`config.mk`:
```
export PLATFORM = sky130hd
export DESIGN_NAME = dispatch_ctrl_flat
export DESIGN_NICKNAME = d
export VERILOG_FILES = /design/src/rtl/dispatch_ctrl_if.sv /design/src/rtl/dispatch_ctrl.sv /design/src/flat_wrapper.sv
export SDC_FILE = /design/constraint.sdc
export NUM_CORES = 1
export LEC_CHECK = 0
export CORE_AREA = 2 2 117 165
export CTS_CLUSTER_SIZE = 16
export DETAILED_ROUTE_END_ITERATION = 8
export DIE_AREA = 0 0 119 167
export PLACE_DENSITY_LB_ADDON = 0.12
export SYNTH_ARGS = -nofsm -noshare
export SYNTH_HDL_FRONTEND = slang
export SYNTH_SLANG_ARGS = --single-unit
```
`constraint.sdc`:
```
create_clock -name clk_in -period 1.55 [get_ports clk_in]
set_input_delay 0.31 -clock clk_in [delete_from_list [all_inputs] [get_ports clk_in]]
set_output_delay 0.31 -clock clk_in [all_outputs]
set_load 0.02 [all_outputs]
```
`src/rtl/dispatch_ctrl_if.sv`:
```
// ============================================================================
// Module      : dispatch_ctrl_if
// Description : Instruction-queue, decoder, ROB/RS/LSB and issue-payload
//               signals of the dispatch stage, bundled with modports.
// Revision    : 1.0 - initial release
// ============================================================================
`default_nettype none

interface dispatch_ctrl_if;
    logic        rdy_in;
    logic        flush;
    logic        iq_valid;
    logic [31:0] iq_instr;
    logic [31:0] iq_pc;
    logic        iq_pred_jump;
    logic        iq_ready;
    logic [31:0] dec_instr;
    logic        dec_is_ls;
    logic        dec_is_jump;
    logic [5:0]  dec_optype;
    logic [4:0]  dec_rd;
    logic [4:0]  dec_rs1;
    logic [4:0]  dec_rs2;
    logic [31:0] dec_imm;
    logic        rob_free;
    logic [3:0]  rob_idx;
    logic        rs_full;
    logic        lsb_full;
    logic        rob_alloc;
    logic        rs_issue;
    logic        lsb_issue;
    logic [5:0]  out_optype;
    logic [4:0]  out_rd;
    logic [4:0]  out_rs1;
    logic [4:0]  out_rs2;
    logic [31:0] out_imm;
    logic [31:0] out_pc;
    logic [3:0]  out_rob_idx;
    logic        out_pred_jump;
    logic        illegal_pulse;
    logic [31:0] dispatch_cnt;

    // Dispatch-controller side.
    modport slave (
        input  rdy_in, flush, iq_valid, iq_instr, iq_pc, iq_pred_jump,
        input  dec_is_ls, dec_is_jump, dec_optype, dec_rd, dec_rs1, dec_rs2, dec_imm,
        input  rob_free, rob_idx, rs_full, lsb_full,
        output iq_ready, dec_instr, rob_alloc, rs_issue, lsb_issue,
        output out_optype, out_rd, out_rs1, out_rs2, out_imm, out_pc,
        output out_rob_idx, out_pred_jump, illegal_pulse, dispatch_cnt
    );

    // Environment side: queue, decoder, ROB and issue consumers.
    modport master (
        output rdy_in, flush, iq_valid, iq_instr, iq_pc, iq_pred_jump,
        output dec_is_ls, dec_is_jump, dec_optype, dec_rd, dec_rs1, dec_rs2, dec_imm,
        output rob_free, rob_idx, rs_full, lsb_full,
        input  iq_ready, dec_instr, rob_alloc, rs_issue, lsb_issue,
        input  out_optype, out_rd, out_rs1, out_rs2, out_imm, out_pc,
        input  out_rob_idx, out_pred_jump, illegal_pulse, dispatch_cnt
    );
endinterface

`default_nettype wire

```
`src/rtl/dispatch_ctrl.sv`:
```
// ============================================================================
// Module      : dispatch_ctrl
// Description : Single-entry dispatch stage: holds one instruction, lets the
//               decoder inspect it and issues it to the RS or LSB with a ROB slot.
// Revision    : 1.0 - initial release
// ============================================================================
`default_nettype none

module dispatch_ctrl (
    input  logic            clk_in,
    input  logic            rst_in,
    dispatch_ctrl_if.slave  bus
);

    typedef enum logic [0:0] {
        ST_EMPTY = 1'b0,
        ST_HOLD  = 1'b1
    } state_t;

    state_t      r_state;
    state_t      w_state_nxt;

    logic [31:0] r_hold_instr;
    logic [31:0] r_hold_pc;
    logic        r_hold_pj;

    logic        r_rob_alloc;
    logic        r_rs_issue;
    logic        r_lsb_issue;
    logic        r_illegal;
    logic [5:0]  r_out_optype;
    logic [4:0]  r_out_rd;
    logic [4:0]  r_out_rs1;
    logic [4:0]  r_out_rs2;
    logic [31:0] r_out_imm;
    logic [31:0] r_out_pc;
    logic [3:0]  r_out_rob_idx;
    logic        r_out_pj;
    logic [31:0] r_dispatch_cnt;

    logic        w_hold;
    logic        w_to_lsb;
    logic        w_target_full;
    logic        w_live;
    logic        w_go;
    logic        w_drop;
    logic        w_ready;
    logic        w_capture;

    // Control-flow instructions always go to the RS, even if a decoder
    // ever flags one as a memory access as well.
    assign w_to_lsb      = bus.dec_is_ls & ~bus.dec_is_jump;
    assign w_target_full = w_to_lsb ? bus.lsb_full : bus.rs_full;

    assign w_hold    = (r_state == ST_HOLD);
    assign w_live    = bus.rdy_in & ~bus.flush;
    assign w_go      = w_hold & w_live & (bus.dec_optype != 6'd0)
                     & bus.rob_free & ~w_target_full;
    assign w_drop    = w_hold & w_live & (bus.dec_optype == 6'd0);
    assign w_ready   = w_live & (~w_hold | w_go | w_drop);
    assign w_capture = bus.iq_valid & w_ready;

    always_ff @(posedge clk_in) begin
        if (rst_in) begin
            r_state <= ST_EMPTY;
        end else begin
            r_state <= w_state_nxt;
        end
    end

    always_comb begin
        w_state_nxt = r_state;
        if (bus.rdy_in) begin
            if (bus.flush) begin
                w_state_nxt = ST_EMPTY;
            end else if (w_capture) begin
                w_state_nxt = ST_HOLD;
            end else if (w_go || w_drop) begin
                w_state_nxt = ST_EMPTY;
            end
        end
    end

    always_ff @(posedge clk_in) begin
        if (rst_in) begin
            r_hold_instr   <= 32'd0;
            r_hold_pc      <= 32'd0;
            r_hold_pj      <= 1'b0;
            r_rob_alloc    <= 1'b0;
            r_rs_issue     <= 1'b0;
            r_lsb_issue    <= 1'b0;
            r_illegal      <= 1'b0;
            r_out_optype   <= 6'd0;
            r_out_rd       <= 5'd0;
            r_out_rs1      <= 5'd0;
            r_out_rs2      <= 5'd0;
            r_out_imm      <= 32'd0;
            r_out_pc       <= 32'd0;
            r_out_rob_idx  <= 4'd0;
            r_out_pj       <= 1'b0;
            r_dispatch_cnt <= 32'd0;
        end else begin
            // go/drop already exclude rdy_in=0 and flush, so pulses fall to 0 there.
            r_rob_alloc <= w_go;
            r_rs_issue  <= w_go & ~w_to_lsb;
            r_lsb_issue <= w_go & w_to_lsb;
            r_illegal   <= w_drop;

            if (w_capture) begin
                r_hold_instr <= bus.iq_instr;
                r_hold_pc    <= bus.iq_pc;
                r_hold_pj    <= bus.iq_pred_jump;
            end

            if (w_go) begin
                r_out_optype   <= bus.dec_optype;
                r_out_rd       <= bus.dec_rd;
                r_out_rs1      <= bus.dec_rs1;
                r_out_rs2      <= bus.dec_rs2;
                r_out_imm      <= bus.dec_imm;
                r_out_pc       <= r_hold_pc;
                r_out_rob_idx  <= bus.rob_idx;
                r_out_pj       <= r_hold_pj;
                r_dispatch_cnt <= r_dispatch_cnt + 32'd1;
            end
        end
    end

    assign bus.iq_ready      = w_ready;
    assign bus.dec_instr     = r_hold_instr;
    assign bus.rob_alloc     = r_rob_alloc;
    assign bus.rs_issue      = r_rs_issue;
    assign bus.lsb_issue     = r_lsb_issue;
    assign bus.illegal_pulse = r_illegal;
    assign bus.out_optype    = r_out_optype;
    assign bus.out_rd        = r_out_rd;
    assign bus.out_rs1       = r_out_rs1;
    assign bus.out_rs2       = r_out_rs2;
    assign bus.out_imm       = r_out_imm;
    assign bus.out_pc        = r_out_pc;
    assign bus.out_rob_idx   = r_out_rob_idx;
    assign bus.out_pred_jump = r_out_pj;
    assign bus.dispatch_cnt  = r_dispatch_cnt;

endmodule

`default_nettype wire

```
`src/flat_wrapper.sv`:
```
// flat-port wrapper written by rule: the top's interface ports become plain ports
module dispatch_ctrl_flat 
  (clk_in, rst_in, bus_rdy_in, bus_flush, bus_iq_valid, bus_iq_instr, bus_iq_pc, bus_iq_pred_jump, bus_dec_is_ls, bus_dec_is_jump, bus_dec_optype, bus_dec_rd, bus_dec_rs1, bus_dec_rs2, bus_dec_imm, bus_rob_free, bus_rob_idx, bus_rs_full, bus_lsb_full, bus_iq_ready, bus_dec_instr, bus_rob_alloc, bus_rs_issue, bus_lsb_issue, bus_out_optype, bus_out_rd, bus_out_rs1, bus_out_rs2, bus_out_imm, bus_out_pc, bus_out_rob_idx, bus_out_pred_jump, bus_illegal_pulse, bus_dispatch_cnt);
  dispatch_ctrl_if bus_i ();
  input  logic clk_in;
  input  logic rst_in;
  input wire logic [$bits(bus_i.rdy_in)-1:0] bus_rdy_in;
  input wire logic [$bits(bus_i.flush)-1:0] bus_flush;
  input wire logic [$bits(bus_i.iq_valid)-1:0] bus_iq_valid;
  input wire logic [$bits(bus_i.iq_instr)-1:0] bus_iq_instr;
  input wire logic [$bits(bus_i.iq_pc)-1:0] bus_iq_pc;
  input wire logic [$bits(bus_i.iq_pred_jump)-1:0] bus_iq_pred_jump;
  input wire logic [$bits(bus_i.dec_is_ls)-1:0] bus_dec_is_ls;
  input wire logic [$bits(bus_i.dec_is_jump)-1:0] bus_dec_is_jump;
  input wire logic [$bits(bus_i.dec_optype)-1:0] bus_dec_optype;
  input wire logic [$bits(bus_i.dec_rd)-1:0] bus_dec_rd;
  input wire logic [$bits(bus_i.dec_rs1)-1:0] bus_dec_rs1;
  input wire logic [$bits(bus_i.dec_rs2)-1:0] bus_dec_rs2;
  input wire logic [$bits(bus_i.dec_imm)-1:0] bus_dec_imm;
  input wire logic [$bits(bus_i.rob_free)-1:0] bus_rob_free;
  input wire logic [$bits(bus_i.rob_idx)-1:0] bus_rob_idx;
  input wire logic [$bits(bus_i.rs_full)-1:0] bus_rs_full;
  input wire logic [$bits(bus_i.lsb_full)-1:0] bus_lsb_full;
  output wire logic [$bits(bus_i.iq_ready)-1:0] bus_iq_ready;
  output wire logic [$bits(bus_i.dec_instr)-1:0] bus_dec_instr;
  output wire logic [$bits(bus_i.rob_alloc)-1:0] bus_rob_alloc;
  output wire logic [$bits(bus_i.rs_issue)-1:0] bus_rs_issue;
  output wire logic [$bits(bus_i.lsb_issue)-1:0] bus_lsb_issue;
  output wire logic [$bits(bus_i.out_optype)-1:0] bus_out_optype;
  output wire logic [$bits(bus_i.out_rd)-1:0] bus_out_rd;
  output wire logic [$bits(bus_i.out_rs1)-1:0] bus_out_rs1;
  output wire logic [$bits(bus_i.out_rs2)-1:0] bus_out_rs2;
  output wire logic [$bits(bus_i.out_imm)-1:0] bus_out_imm;
  output wire logic [$bits(bus_i.out_pc)-1:0] bus_out_pc;
  output wire logic [$bits(bus_i.out_rob_idx)-1:0] bus_out_rob_idx;
  output wire logic [$bits(bus_i.out_pred_jump)-1:0] bus_out_pred_jump;
  output wire logic [$bits(bus_i.illegal_pulse)-1:0] bus_illegal_pulse;
  output wire logic [$bits(bus_i.dispatch_cnt)-1:0] bus_dispatch_cnt;
  assign bus_i.rdy_in = bus_rdy_in;
  assign bus_i.flush = bus_flush;
  assign bus_i.iq_valid = bus_iq_valid;
  assign bus_i.iq_instr = bus_iq_instr;
  assign bus_i.iq_pc = bus_iq_pc;
  assign bus_i.iq_pred_jump = bus_iq_pred_jump;
  assign bus_i.dec_is_ls = bus_dec_is_ls;
  assign bus_i.dec_is_jump = bus_dec_is_jump;
  assign bus_i.dec_optype = bus_dec_optype;
  assign bus_i.dec_rd = bus_dec_rd;
  assign bus_i.dec_rs1 = bus_dec_rs1;
  assign bus_i.dec_rs2 = bus_dec_rs2;
  assign bus_i.dec_imm = bus_dec_imm;
  assign bus_i.rob_free = bus_rob_free;
  assign bus_i.rob_idx = bus_rob_idx;
  assign bus_i.rs_full = bus_rs_full;
  assign bus_i.lsb_full = bus_lsb_full;
  assign bus_iq_ready = bus_i.iq_ready;
  assign bus_dec_instr = bus_i.dec_instr;
  assign bus_rob_alloc = bus_i.rob_alloc;
  assign bus_rs_issue = bus_i.rs_issue;
  assign bus_lsb_issue = bus_i.lsb_issue;
  assign bus_out_optype = bus_i.out_optype;
  assign bus_out_rd = bus_i.out_rd;
  assign bus_out_rs1 = bus_i.out_rs1;
  assign bus_out_rs2 = bus_i.out_rs2;
  assign bus_out_imm = bus_i.out_imm;
  assign bus_out_pc = bus_i.out_pc;
  assign bus_out_rob_idx = bus_i.out_rob_idx;
  assign bus_out_pred_jump = bus_i.out_pred_jump;
  assign bus_illegal_pulse = bus_i.illegal_pulse;
  assign bus_dispatch_cnt = bus_i.dispatch_cnt;
  dispatch_ctrl u_core (.clk_in(clk_in), .rst_in(rst_in), .bus(bus_i));
endmodule
```
**Yosys cells after proc, flatten, opt, wreduce, memory -nomap -nowiden**

Cells that the tools add are included.

- Add/subtract/negate cells: 1
- Multipliers: 0
- Div/mod/pow operators: 0
- Order comparisons: 0
- Equal/unequal tests: 0
- Shift-type cells: 0
- Muxes and demuxes: 4
- Bitwise operators: 18
- Reduce and logical (&&, ||, !) cells: 5

Operator list:

| operator | count |
|---|---|
| adder 32 x 1 -> 32 bit, second input constant | 1 |
| AND 1 bit | 11 |
| zero test 6 bit | 1 |
| nonzero test 6 bit | 1 |
| inverter 1 bit | 5 |
| 2-to-1 mux 1 bit | 4 |
| nonzero test 3 bit | 1 |
| OR 1 bit | 2 |
| AND reduction 2 bit | 1 |
| logical OR 1 bit | 1 |

- Register bits: 192
- Latch bits: 0
- RAM bits: 0
- ROM bits: 0
- Input port bits: 132
- Output and inout port bits: 159
- Word-level logic and storage cells: 45
- Memories kept: 0

**Depth between registers and ports, before layout**

- Depth after elaboration: 12
- Depth in mapped cells: 7

**Least setup slack after synthesis**

Ideal clock, no wire load.

- Path type: reg2reg
- From: register u_core.r_dispatch_cnt[6], in the netlist u_core.bus.dispatch_cnt[6]
- To: register u_core.r_dispatch_cnt[26], in the netlist u_core.bus.dispatch_cnt[26]
- Arrival: 1.738 ns
- Data required time: 1.480 ns
- Setup slack: -0.259 ns
- Cell stages (with the launch flop): 7
- Buffers on the path: 1
- Cell sequence: dfxtp_1 -> and4_1 -> and4_4 -> nand4_1 -> buf_2 -> or3_1 -> a21oi_1

- Longest elaborated chain between the ends: 1

RTL lines:

| item | RTL line | source |
|---|---|---|
| from (decl) | dispatch_ctrl.sv:39 | `logic [31:0] r_dispatch_cnt;` |
| from (signal assigned) | dispatch_ctrl.sv:124 | `r_dispatch_cnt <= r_dispatch_cnt + 32'd1;` |
| adder 32 x 1 -> 32 bit | dispatch_ctrl.sv:124 |  |

Every way passes these cells.
A chain may end at the register's enable or synchronous reset.

**Final worst setup path**

- From: register u_core.r_dispatch_cnt[5], in the netlist u_core.bus.dispatch_cnt[5]
- To: register u_core.r_dispatch_cnt[24], in the netlist u_core.bus.dispatch_cnt[24]

Same word-level chain as after synthesis.

==> out/results.ini <==
[floorplanning]
fp.dieW_microns = 119
die_h_microns = 167
ios = 291
die_area_sq_mm = 0.0199
coreArea_sq_mm = 0.0184
row_count = 59
initial_core_util_pct = 38.6

[timing]
worst_hold_slack_ns = 0.162
hold_violations = 0
slew_violations = 0
setup_viol = 109
clock.fmax_ghz = 0.592
clock_skew_ns = 0.0113
tns_ns = -4.25
rsz0062_at_grt = yes
worst_slack_ns = -0.138
fin_crit_sh_pct = 109
fin_crit_ns = 1.69
worst_pin_slew_ns = 0.565
relSlewSlack_pct = 62.3

[power_and_ir_drop]
ir_drop_uv = 496
powerDensity_mw_per_mm2 = 816
leakage_nw = 5.16
finalPower_w = 0.0101

[routing]
drc = 0
firstDrtPassIters = 7
via_count = 7419
wl_microns = 24100
route.antenna.remaining_nets = 0
drt_iter0_markers = 365
drt-vias-per-instance = 4.89
wl_per_cell_microns = 15.9

[global_route]
antenna_found_initial = 0
grtUsageTotal_pct = 22.0
grt_pass1_wl_microns = 34900
grt_overflow = 0
grt_pass1_vias = 6753
grt_max_degree = 59

[status]
status = finished with violations
violations = negative setup slack

[placed_design]
post-dp-hpwl_microns = 15000
pre_cts_ws_ns = -1.01
place_congestion = 0.780
portBuffers = 290
post_dp_cell_area_sq_mm = 0.0109

[cts]
cts_buffer_depth = 2
path_clk_slew_ns = 0.07
holdBufCountCts = 0
cts_tree = done
htreeDepth = 4
clk_latency_ns = 0.43
cts-root-buf = clkbuf_16
cts.sinks = 192
numCtsBuffers = 17

[min_path]
hold_class = in -> reg
hp-start = bus_dec_optype[1]

[worst_setup_path]
startpoint_type = register
crit_type = reg -> reg
worst_setup_path_end_kind = register
crit_required_ns = 1.91
r2r_cells = 6
r2r-end = u_core.bus.dispatch_cnt[24]$_SDFFE_PP0P_
crit_start = u_core.bus.dispatch_cnt[5]$_SDFFE_PP0P_
endpoint = u_core.bus.dispatch_cnt[24]$_SDFFE_PP0P_
r2r-start = u_core.bus.dispatch_cnt[5]$_SDFFE_PP0P_
critPathArrivalTime_ns = 2.05
crit_fanout = 6
r2r_slack_ns = -0.14

[final_layout]
final_common_cell = nand2_1
nets = 1395
antenna_cells = 0
synthToLayoutAreaGrowth_pct = 75.4
drive_gt1_share_pct = 22.2
layout_common_cells = 305 x nand2_1, 175 x dfxtp_1, 141 x dlygate4sd2_1
design_area_sq_mm = 0.0124
n_fill_cell = 1576

[yosys]
async_reset_ff_share_pct = 0
synth_area_leaders = dfxtp_1 54%, nand2_1 17%, a21oi_1 12%, buf_2 2.0%, xor2_1 1.6%
synth_edf_count = 0
synthesis.nets = 1015
synth-main-ff-cell = dfxtp_1
synth_largest_area_cell = dfxtp_1
synth.top_cell.area_share_pct = 54.2
synth_area_sq_mm = 0.00709
yosys_register_bits = 192
yosys_warnings = 0
synth_area_per_cell_sq_um = 8.03
ys_types = 37
ys_seq_area_share_pct = 54.2
postSynthCellCount = 882

[run]
maxCapViolCount = 0

==> worst max-delay path, stage by stage (launching register included) <==
cell and delay (ns):
dfxtp_4 0.35, and4_4 0.23, and4_4 0.29, nand4_1 0.12, buf_4 0.18, or3_1 0.34, a21oi_1 0.12
==> worst min path at each step <==
stage | end | depth (start not counted)
6_report | u_core.bus.out_optype[1]$_SDFFE_PP0P_ | 3
5_1_grt | u_core.bus.out_optype[1]$_SDFFE_PP0P_ | 3
4_1_cts | u_core.bus.out_optype[1]$_SDFFE_PP0P_ | 3
3_5_place_dp | u_core.bus.out_pc[3]$_SDFFE_PP0P_ | 2
3_3_place_gp | u_core.bus.out_pc[0]$_SDFFE_PP0P_ | 2
2_1_floorplan | u_core.bus.out_pc[0]$_SDFFE_PP0P_ | 2
==> synth_stat cells (all sizes together), types with 4 or more instances <==
library cell,count
nand2,322
dfxtp,192
a21oi,172
buf,33
clkbuf,27
nor2,19
nand4,17
o21ai,15
xor2,13
or3,12
nand3,11
and2,9
and3,6
and4,6
nor2b,4
==> metal layers <==
layer | vias to the layer above | global-route usage (%) | part of all wire [%]
li1 | 3711 | - | -
met1 | 3463 | 24.9 | 40
met2 | 219 | 39.5 | 52
met5 | - | 0 | 0
met4 | 0 | 6.94 | 1.8
met3 | 26 | 6.16 | 5.7
==> repair_timing <==
item                                    in CTS  in global routing
endpoints found under the setup margin     349                143
pin swaps                                   26                 26
endpoints found under the hold margin        0                  0
buffers inserted                            19                  9
gates cloned                                 4                 20
resized for setup                          238                108
==> area by class of cell <==
cell class,count,area [sq um],area share [%]
Clock buffer,17,425,3.42
Clock inverter,14,149,1.20
Inverter,2,7.51,0.0604
Multi-Input combinational cell,632,3390,27.3
Sequential cell,192,3890,31.3
Tap cell,244,305,2.46
Timing Repair Buffer,417,4250,34.2
==> logic make-up after synthesis <==
kind of cell | after synthesis | synth area share, %
xor+xnor | 15 | 1.85
mux | 2 | 0.353
buf+inv | 62 | 4.04
simple gates | 416 | 25.2
flops | 192 | 54.2
compound gates | 194 | 14.2
fa+ha+maj | 1 | 0.177
==> registers in the layout, indices dropped and copies added, names as in the netlist, 4 cells and up <==
signal                   cells
u_core.bus.dec_instr        32
u_core.bus.dispatch_cnt     32
u_core.bus.out_imm          32
u_core.bus.out_optype        6
u_core.bus.out_pc           32
u_core.bus.out_rd            5
u_core.bus.out_rob_idx       4
u_core.bus.out_rs1           5
u_core.bus.out_rs2           5
u_core.r_hold_pc            32
==> where the power goes <==
| part | leakage [nW] | internal, W | switching, W | total (W) |
|---|---|---|---|---|
| logic | 3.32 | 0.000519 | 0.000395 | 0.000914 |
| registers | 1.56 | 0.00497 | 0.0000298 | 0.00500 |
| clock network | 0.282 | 0.00214 | 0.00209 | 0.00423 |
| total | 5.16 | 0.00763 | 0.00252 | 0.0101 |
==> metrics by stage <==
| step | util, % | std cells |
|---|---|---|
| floorplan | - | 882 |
| global placement | 59.5 | 1439 |
| detailed placement | 59.5 | 1439 |
| CTS | 63.8 | 1492 |
| global route | 67.6 | 1518 |
| finish | 67.6 | 1518 |
Note: power is estimated with default switching activity, not from simulation.
